==> src/rtl/dm_port_arbiter.sv <==
// Two-requester round-robin arbiter in front of the single-ported data memory.
// Decodes size/offset into byte lanes and returns a registered response one cycle after grant.
module dm_port_arbiter #(
    parameter int ADDR_W  = 32,
    parameter int RR_INIT = 0
) (
    input  logic              clk,
    input  logic              reset,

    input  logic              m0_req,
    input  logic              m0_we,
    input  logic [1:0]        m0_size,
    input  logic [ADDR_W-1:0] m0_addr,
    input  logic [31:0]       m0_wdata,
    input  logic [31:0]       m0_pc,
    output logic              m0_gnt,
    output logic              m0_rvalid,
    output logic [31:0]       m0_rdata,
    output logic              m0_err,

    input  logic              m1_req,
    input  logic              m1_we,
    input  logic [1:0]        m1_size,
    input  logic [ADDR_W-1:0] m1_addr,
    input  logic [31:0]       m1_wdata,
    input  logic [31:0]       m1_pc,
    output logic              m1_gnt,
    output logic              m1_rvalid,
    output logic [31:0]       m1_rdata,
    output logic              m1_err,

    output logic [3:0]        dm_we,
    output logic [ADDR_W-1:0] dm_addr,
    output logic [31:0]       dm_wd,
    input  logic [31:0]       dm_rd,
    output logic [31:0]       dm_pc
);

    typedef enum logic {
        PRI_M0 = 1'b0,
        PRI_M1 = 1'b1
    } pri_t;

    localparam pri_t PRI_RESET = (RR_INIT != 0) ? PRI_M1 : PRI_M0;

    pri_t              rr_pri;
    logic              gnt0;
    logic              gnt1;
    logic              any_gnt;

    logic              sel_we;
    logic [1:0]        sel_size;
    logic [ADDR_W-1:0] sel_addr;
    logic [31:0]       sel_wdata;
    logic [31:0]       sel_pc;
    logic [1:0]        sel_off;

    logic              illegal;
    logic [3:0]        lanes;
    logic [31:0]       wd_rep;

    // Grants are suppressed while reset is high so no write reaches DM.
    always_comb begin
        gnt0    = 1'b0;
        gnt1    = 1'b0;
        if (!reset) begin
            gnt0 = m0_req && (!m1_req || (rr_pri == PRI_M0));
            gnt1 = m1_req && (!m0_req || (rr_pri == PRI_M1));
        end
        any_gnt = gnt0 || gnt1;
    end

    always_comb begin
        sel_we    = m0_we;
        sel_size  = m0_size;
        sel_addr  = m0_addr;
        sel_wdata = m0_wdata;
        sel_pc    = m0_pc;
        if (gnt1) begin
            sel_we    = m1_we;
            sel_size  = m1_size;
            sel_addr  = m1_addr;
            sel_wdata = m1_wdata;
            sel_pc    = m1_pc;
        end
        sel_off = sel_addr[1:0];
    end

    always_comb begin
        illegal = 1'b0;
        lanes   = '0;
        wd_rep  = '0;
        case (sel_size)
            2'b00: begin
                lanes  = 4'b0001 << sel_off;
                wd_rep = {4{sel_wdata[7:0]}};
            end
            2'b01: begin
                illegal = sel_off[0];
                lanes   = 4'b0011 << sel_off;
                wd_rep  = {2{sel_wdata[15:0]}};
            end
            2'b10: begin
                illegal = (sel_off != 2'b00);
                lanes   = '1;
                wd_rep  = sel_wdata;
            end
            default: begin
                illegal = 1'b1;
            end
        endcase
    end

    always_comb begin
        dm_we   = '0;
        dm_addr = '0;
        dm_wd   = '0;
        dm_pc   = '0;
        if (any_gnt) begin
            dm_addr = sel_addr;
            dm_wd   = wd_rep;
            dm_pc   = sel_pc;
            if (sel_we && !illegal) begin
                dm_we = lanes;
            end
        end
    end

    assign m0_gnt = gnt0;
    assign m1_gnt = gnt1;

    always_ff @(posedge clk) begin
        if (reset) begin
            rr_pri <= PRI_RESET;
        end else if (gnt0) begin
            rr_pri <= PRI_M1;
        end else if (gnt1) begin
            rr_pri <= PRI_M0;
        end
    end

    // rdata is the pre-write word for stores since DM updates on the same edge.
    always_ff @(posedge clk) begin
        if (reset) begin
            m0_rvalid <= 1'b0;
            m0_rdata  <= '0;
            m0_err    <= 1'b0;
            m1_rvalid <= 1'b0;
            m1_rdata  <= '0;
            m1_err    <= 1'b0;
        end else begin
            m0_rvalid <= gnt0;
            m0_rdata  <= gnt0 ? dm_rd : '0;
            m0_err    <= gnt0 && illegal;
            m1_rvalid <= gnt1;
            m1_rdata  <= gnt1 ? dm_rd : '0;
            m1_err    <= gnt1 && illegal;
        end
    end

endmodule

==> config.mk <==
export PLATFORM = sky130hd
export DESIGN_NAME = dm_port_arbiter
export DESIGN_NICKNAME = d
export VERILOG_FILES = /design/src/rtl/dm_port_arbiter.sv
export SDC_FILE = /design/constraint.sdc
export NUM_CORES = 1
export LEC_CHECK = 0
export ABC_AREA = 1
export CELL_PAD_IN_SITES_DETAIL_PLACEMENT = 0
export CELL_PAD_IN_SITES_GLOBAL_PLACEMENT = 1
export CORE_AREA = 2 2 156 158
export CTS_CLUSTER_SIZE = 28
export DETAILED_ROUTE_END_ITERATION = 10
export DIE_AREA = 0 0 158 160
export HOLD_SLACK_MARGIN = 0.06
export PLACE_DENSITY_LB_ADDON = 0.12
export RECOVER_POWER = 25
export REMOVE_ABC_BUFFERS = 1
export SLEW_MARGIN = 30
export SYNTH_ARGS = -nofsm -noshare
export SYNTH_HDL_FRONTEND = slang
export SYNTH_SLANG_ARGS = --single-unit
==> constraint.sdc <==
create_clock -name clk -period 2.7 [get_ports clk]
set_input_delay 0.675 -clock clk [delete_from_list [all_inputs] [get_ports clk]]
set_output_delay 0.675 -clock clk [all_outputs]
set_load 0.005 [all_outputs]
==> flow_summary.yaml, run 1 <==
status:
  status: "finished, violations left"
  violations: "negative setup slack"
power:
  vdd_drop_max_v: 0.000298
  pwr-share-seq_pct: 28.0
  power.leakage_uw: 0.00510
  p_int_uw: 2700
  p_comb_share_pct: 42.3
  powerDensity_nw_per_um2: 353
  p_switching_uw: 1110
  clkPwrFrac_pct: 29.7
  sw_frac_of_total_pct: 29.2
routing:
  drt_iter0_drc: 131
  drc: 0
  wl_per_cell_um: 17.5
  viasPerCell: 4.12
  first_pass_iters: 4
  antenna_left: 0
  wirelength_um: 26600
  vias: 6274
sta:
  hold_viol_final: 0
  grt_setup_unrepaired: "yes"
  finalCriticalPeriod_ps: 2830
  slew-limit-headroom_pct: 71.1
  fmax_ghz: 0.353
  drv_slew: 0
  worst_slack_ps: -132
  fin_skew_ps: 7.19
  worst_pin_slew_ps: 433
  setup_viol: 41
  fin_tns_setup_ps: -3210
  finalCritPeriodShare_pct: 105
global_route:
  grt_first_pass_wirelength_um: 39000
  grt_max_degree: 36
  first_global_vias: 6443
  grt.total_usage_pct: 20.6
  antenna_found_initial: 1
  grt_overflow_total: 0
finish:
  final_net_count: 1427
  fin_area_um2: 10800
  final_util_pct: 45.3
  syn_to_final_growth_pct: 172
  layout-drive-gt1-share_pct: 38.0
  final_cells: 1522
floorplanning:
  rows: 57
  ios: 404
  chipHeight_um: 160
  floorplan.initialDensity_pct: 16.7
  core_area_um2: 23800
  dieArea_um2: 25300
  fp.dieW_um: 158
clock_network:
  cts_sinks: 69
  clock_latency_ps: 330
  clk_pin_slew_ps: 50
  clockBufferDepth: 2
  cts_tree: "built"
  cts_root_buf: "clkbuf_16"
  cts_max_level: 3
  cts_hold_buf: 0
  cts_buffers: 9
place:
  place_congestion: 0.826
  placed_area_um2: 8780
  hpwl_um: 19400
  io_buffers: 403
  pre_cts_ws_ps: -885
  dp_cells: 1421
setup_path:
  crit_start: "reset"
  crit_chain: "buf_6 > nor2_4 > nand2_8 > buf_12 > buf_12 > nand2_8 > nand2_8 > o21ai_4 > buf_12 > buf_8 > a21oi_2 > buf_2"
  crit_family: "buffers and inverters"
  worstSetupPathType: "in -> out"
  worstPathArrival_ps: 2160
  crit_slowest_cell: "nor2_4"
  worstPathRequired_ps: 2030
  end_kind: "output pin"
  timing.rr.start: "rr_pri$_SDFFE_PP0P_"
  worstSetupStartpointType: "input port"
  cp_num_buf_inv: 6
  crit_path_max_fanout: 8
  max_stage_delay_ps: 190
logic_synthesis:
  syn_avg_cell_area_um2: 5.89
  synth_area_um2: 3970
  seq_area_frac_synth_pct: 34.8
  ys_seq_elements: 69
  syn_inst: 675
  ys_types: 22
  yosysWarnings: 0
min_path:
  worstHoldPathType: "reg -> reg"
  worstHoldStart: "rr_pri$_SDFFE_PP0P_"
job:
  drv_cap: 0
routing by layer:
metal	up-vias	routed length, um	GRT usage, %
met1	2869	10400	23.1
li1	3120	-	-
met5	-	0	0
met3	25	2190	5.64
met2	260	13500	37.8
met4	0	487	5.36
cells by family (layout without fill, tap and decap cells):
| logic type | count (synthesis) | in the layout | share of synthesized area (%) |
|---|---|---|---|
| flops | 69 | 69 | 34.8 |
| compound gates | 85 | 85 | 11.0 |
| other cells | 0 | 1 | 0 |
| buf+inv | 107 | 629 | 11.9 |
| simple gates | 414 | 414 | 42.3 |
stage by stage:
step / hold WS [ps] / power, uW
after floorplan: 448 / 1440
after global placement: 569 / 2320
after detailed placement: 576 / 2310
after CTS: 584 / 3790
after global routing: 596 / 4010
final: 582 / 3810
state kept, by name (all words and copies together) (netlist names):
register / count
m0_err: 1
m0_rdata: 32
m0_rvalid: 1
m1_err: 1
m1_rdata: 32
m1_rvalid: 1
rr_pri: 1
worst reg2reg max path, stage by stage, from the launching register on:
cell     delay [ps]
dfxtp_1         330
inv_1            70
nand2_4         110
nand2_8          80
buf_12          160
buf_12          150
nand2_8          70
nand2_8          70
buf_4           140
nand3_2          80
nand2_4          70
buf_4           130
buf_4           120
nor2_1           70
worst paths after layout:
path                            depth (start not counted)  slack, ps                   to
worst min-delay path                                    3        580  rr_pri$_SDFFE_PP0P_
worst min register to register                          3        580  rr_pri$_SDFFE_PP0P_
worst max-delay path                                   12       -130            dm_wd[18]
worst max register to register                         13        990    m1_err$_SDFF_PP0_
Yosys cell counts (all sizes together):
master | n | area (um2)
a21oi | 82 | 410
buf | 37 | 211
clkbuf | 6 | 22.5
dfxtp | 69 | 1380
inv | 64 | 240
nand2 | 284 | 1090
nand3 | 51 | 260
nand3b | 1 | 7.51
nor2 | 78 | 327
o21ai | 3 | 26.3
layout make-up:
type	count	area, um2
antenna	1	2.50
clock buffer	9	225
clock inverter	6	65.1
fill	2484	13000
inverter	64	255
multi-input combinational	499	3000
sequential	69	1380
tap	324	405
timing repair buffer	550	5460
power by group through the flow:
| stage | registers (uW) | logic [uW] | clock network, uW |
|---|---|---|---|
| final | 1070 | 1610 | 1130 |
| after detailed placement | 1090 | 1220 | 0 |
| after global routing | 1070 | 1730 | 1210 |
| after CTS | 1070 | 1560 | 1170 |
| after floorplan | 1100 | 349 | 0 |
| after global placement | 1090 | 1230 | 0 |
repair_timing:
action	4_1_cts	5_1_grt
resized for setup	628	117
setup endpoints to repair	102	87
hold endpoints to repair	0	0
setup buffers	66	13
pin swaps	55	51
cloned	16	1
placed cells by master, fill, tap and decap left out, types with 2 or more instances in the layout:
| cell type | count |
|---|---|
| inv_1 | 59 |
| nand2_4 | 28 |
| nand3_1 | 18 |
| clkdlybuf4s50_1 | 295 |
| clkbuf_2 | 9 |
| clkbuf_16 | 10 |
| nand2_2 | 64 |
| buf_2 | 85 |
| buf_12 | 25 |
| bufbuf_16 | 2 |
| a21oi_1 | 38 |
| a21oi_2 | 41 |
| dlygate4sd2_1 | 6 |
| a21oi_4 | 3 |
| buf_16 | 10 |
| clkinv_4 | 2 |
| inv_2 | 2 |
| dfxtp_1 | 69 |
| nand2_1 | 185 |
| clkinv_2 | 2 |
| nand2_8 | 7 |
| buf_6 | 38 |
| nand3_4 | 6 |
| nor2_1 | 70 |
| nor2_2 | 2 |
| nor2_4 | 5 |
| nand3_2 | 27 |
| clkdlybuf4s15_2 | 3 |
| buf_8 | 12 |
| buf_4 | 64 |
No activity file was read; power rests on OpenSTA's default activity.
==> inputs of run 2 (changes only) <==
HOLD_SLACK_MARGIN = unset   (was 0.06)
==> results of run 2 <==
The final DEF is identical to that of run 1; final timing and power are the same.
==> inputs of run 3 (changes only) <==
--- a/config.mk
+++ b/config.mk
@@ -16,4 +16,5 @@
 export RECOVER_POWER = 25
 export REMOVE_ABC_BUFFERS = 1
+export SKIP_LAST_GASP = 1
 export SLEW_MARGIN = 30
 export SYNTH_ARGS = -nofsm -noshare
==> constraint.sdc (replaced) <==
create_clock -name clk -period 2.7 [get_ports clk]
set_input_delay 0.675 -clock clk [delete_from_list [all_inputs] [get_ports clk]]
set_output_delay 0.675 -clock clk [all_outputs]
set_load 0.01 [all_outputs]
==> run 3 against run 2 <==
Against the previous run: the flow still finishes with violations (negative setup slack); first-iteration DRC count grew 31%; final cell count down 3.2%; clock power increased by 17%; setup slack improved by 52 ps; routed wire length decreased by 7.4%; power is 0.78% lower; global-route usage shrank 1.9 points; largest power group unchanged.
==> flow_summary.yaml, run 3 (synthesis results as in run 1) <==
setup_path:
  worstPathRequired_ps: 2030
  worstSetupStartpointType: "input port"
  r2r_cells: 12
  crit_path_max_fanout: 8
  r2r_slack_ps: 1020
  end_kind: "output pin"
  timing.rr.start: "rr_pri$_SDFFE_PP0P_"
  worstPathArrival_ps: 2110
  worstSetupPathType: "in -> out"
  r2r_end: "m0_err$_SDFF_PP0_"
finish:
  fillers: 2581
  final_common_cell: "clkdlybuf4s50_1"
  final_util_pct: 40.5
  final_net_count: 1376
  reg_top3: "m0_rdata (32), m1_rdata (32)"
  final_cells: 1473
  syn_to_final_growth_pct: 143
  layout_common_cells: "295 x clkdlybuf4s50_1, 234 x nand2_1, 72 x nor2_1, 69 x dfxtp_1, 66 x a21oi_1"
  layout-drive-gt1-share_pct: 27.1
power:
  power.leakage_uw: 0.00465
  powerDensity_nw_per_um2: 392
  vdd_drop_max_v: 0.000259
routing:
  viasPerCell: 3.97
  drc: 0
  wirelength_um: 24600
  wl_per_cell_um: 16.7
  vias: 5854
  antenna_left: 0
  first_pass_iters: 4
  drt_iter0_drc: 171
sta:
  grt_setup_unrepaired: "yes"
  finalCriticalPeriod_ps: 2780
  finalCritPeriodShare_pct: 103
  worst_slack_ps: -80.2
  fin_tns_setup_ps: -1000
  drv_slew: 0
  fmax_ghz: 0.360
  worst_pin_slew_ps: 788
  setup_viol: 20
  slew-limit-headroom_pct: 47.4
  hold_viol_final: 0
  fin_skew_ps: 4.79
clock_network:
  cts_tree: "built"
  cts_sinks: 69
  clk_pin_slew_ps: 50
  clockBufferDepth: 2
  cts_buffers: 9
  cts_hold_buf: 0
  clock_latency_ps: 320
  cts_max_level: 3
  cts_root_buf: "clkbuf_16"
global_route:
  grt_first_pass_wirelength_um: 35900
  antenna_found_initial: 3
  grt_max_degree: 36
  grt.total_usage_pct: 18.7
  first_global_vias: 5990
  grt_overflow_total: 0
floorplanning:
  floorplan.initialDensity_pct: 16.7
  ios: 404
  rows: 57
  fp.dieW_um: 158
  chipHeight_um: 160
  core_area_um2: 23800
  dieArea_um2: 25300
place:
  io_buffers: 403
  dp_cells: 1421
  pre_cts_ws_ps: -894
  hpwl_um: 19300
  place_congestion: 0.796
min_path:
  worstHoldPathType: "reg -> reg"
  whs_path_depth: 3
  whs_endpoint: "rr_pri$_SDFFE_PP0P_"
  worstHoldStart: "rr_pri$_SDFFE_PP0P_"
job:
  drv_cap: 0
status:
  violations: "negative setup slack"
  status: "finished, violations left"
run 3: changes by cell type in the layout (fill, tap and decap cells not counted), moves of 16 or more:
cell / change
buf_6: -16
a21oi_1: +28
clkbuf_2: +44
nand2_1: +49
nand2_2: -33
a21oi_2: -25
buf_2: -58
run 3: worst max-delay path by stage:
stage	from	to	slack, ps
floorplan	m0_req	dm_wd[0]	-3270
global placement	m0_req	dm_wd[28]	-890
detailed placement	m1_req	dm_wd[13]	-890
CTS	m1_req	dm_wd[25]	-80
global route	reset	dm_wd[19]	-190
finish	reset	dm_wd[16]	-80
run 3: through the flow:
step                total power, uW  hold slack [ps]  area [um2]
CTS                            3780              587        9510
detailed placement             2370              581        8790
global route                   3990              592        9650
floorplan                      1500              448        3740
global placement               2380              575        8790
finish                         3780              588        9650
run 3: area by class of cell:
class / instances / area (um2) / area share (%)
Sequential cell: 69 / 1380 / 14.3
Inverter: 64 / 248 / 2.57
Clock buffer: 9 / 225 / 2.33
Antenna cell: 3 / 7.51 / 0.0778
Multi-Input combinational cell: 499 / 2520 / 26.2
Tap cell: 324 / 405 / 4.20
Timing Repair Buffer: 499 / 4740 / 49.2
Clock inverter: 6 / 113 / 1.17
run 3: routing by layer:
layer  global-route usage (%)  vias up  wire length (um)
met5                        0        -                 0
met4                     3.97        0               334
met3                     5.83       19              2270
met2                     34.7      251             12600
met1                     20.6     2576              9400
li1                         -     3008                 -
run 3: power by group:
group / switching, uW / leakage (uW) / internal [uW]
clock network: 418 / 0.000165 / 897
logic: 624 / 0.00392 / 774
registers: 9.86 / 0.000565 / 1060
run 3: critical path: stages:
cell and delay (ps):
buf_8 100, nor2_4 190, nand2_8 130, nand2_4 100, nand2_4 70, buf_6 140, nor2_8 130, buf_12 120
buf_4 100, nand2_1 50, a21oi_2 140, buf_6 140
run 3: what timing repair did:
| item | in CTS | in global routing |
|---|---|---|
| setup buffers | 26 | 8 |
| gates cloned | 3 | 1 |
| pin swaps | 21 | 22 |
| setup endpoints to repair | 102 | 94 |
| gates resized for setup | 321 | 182 |
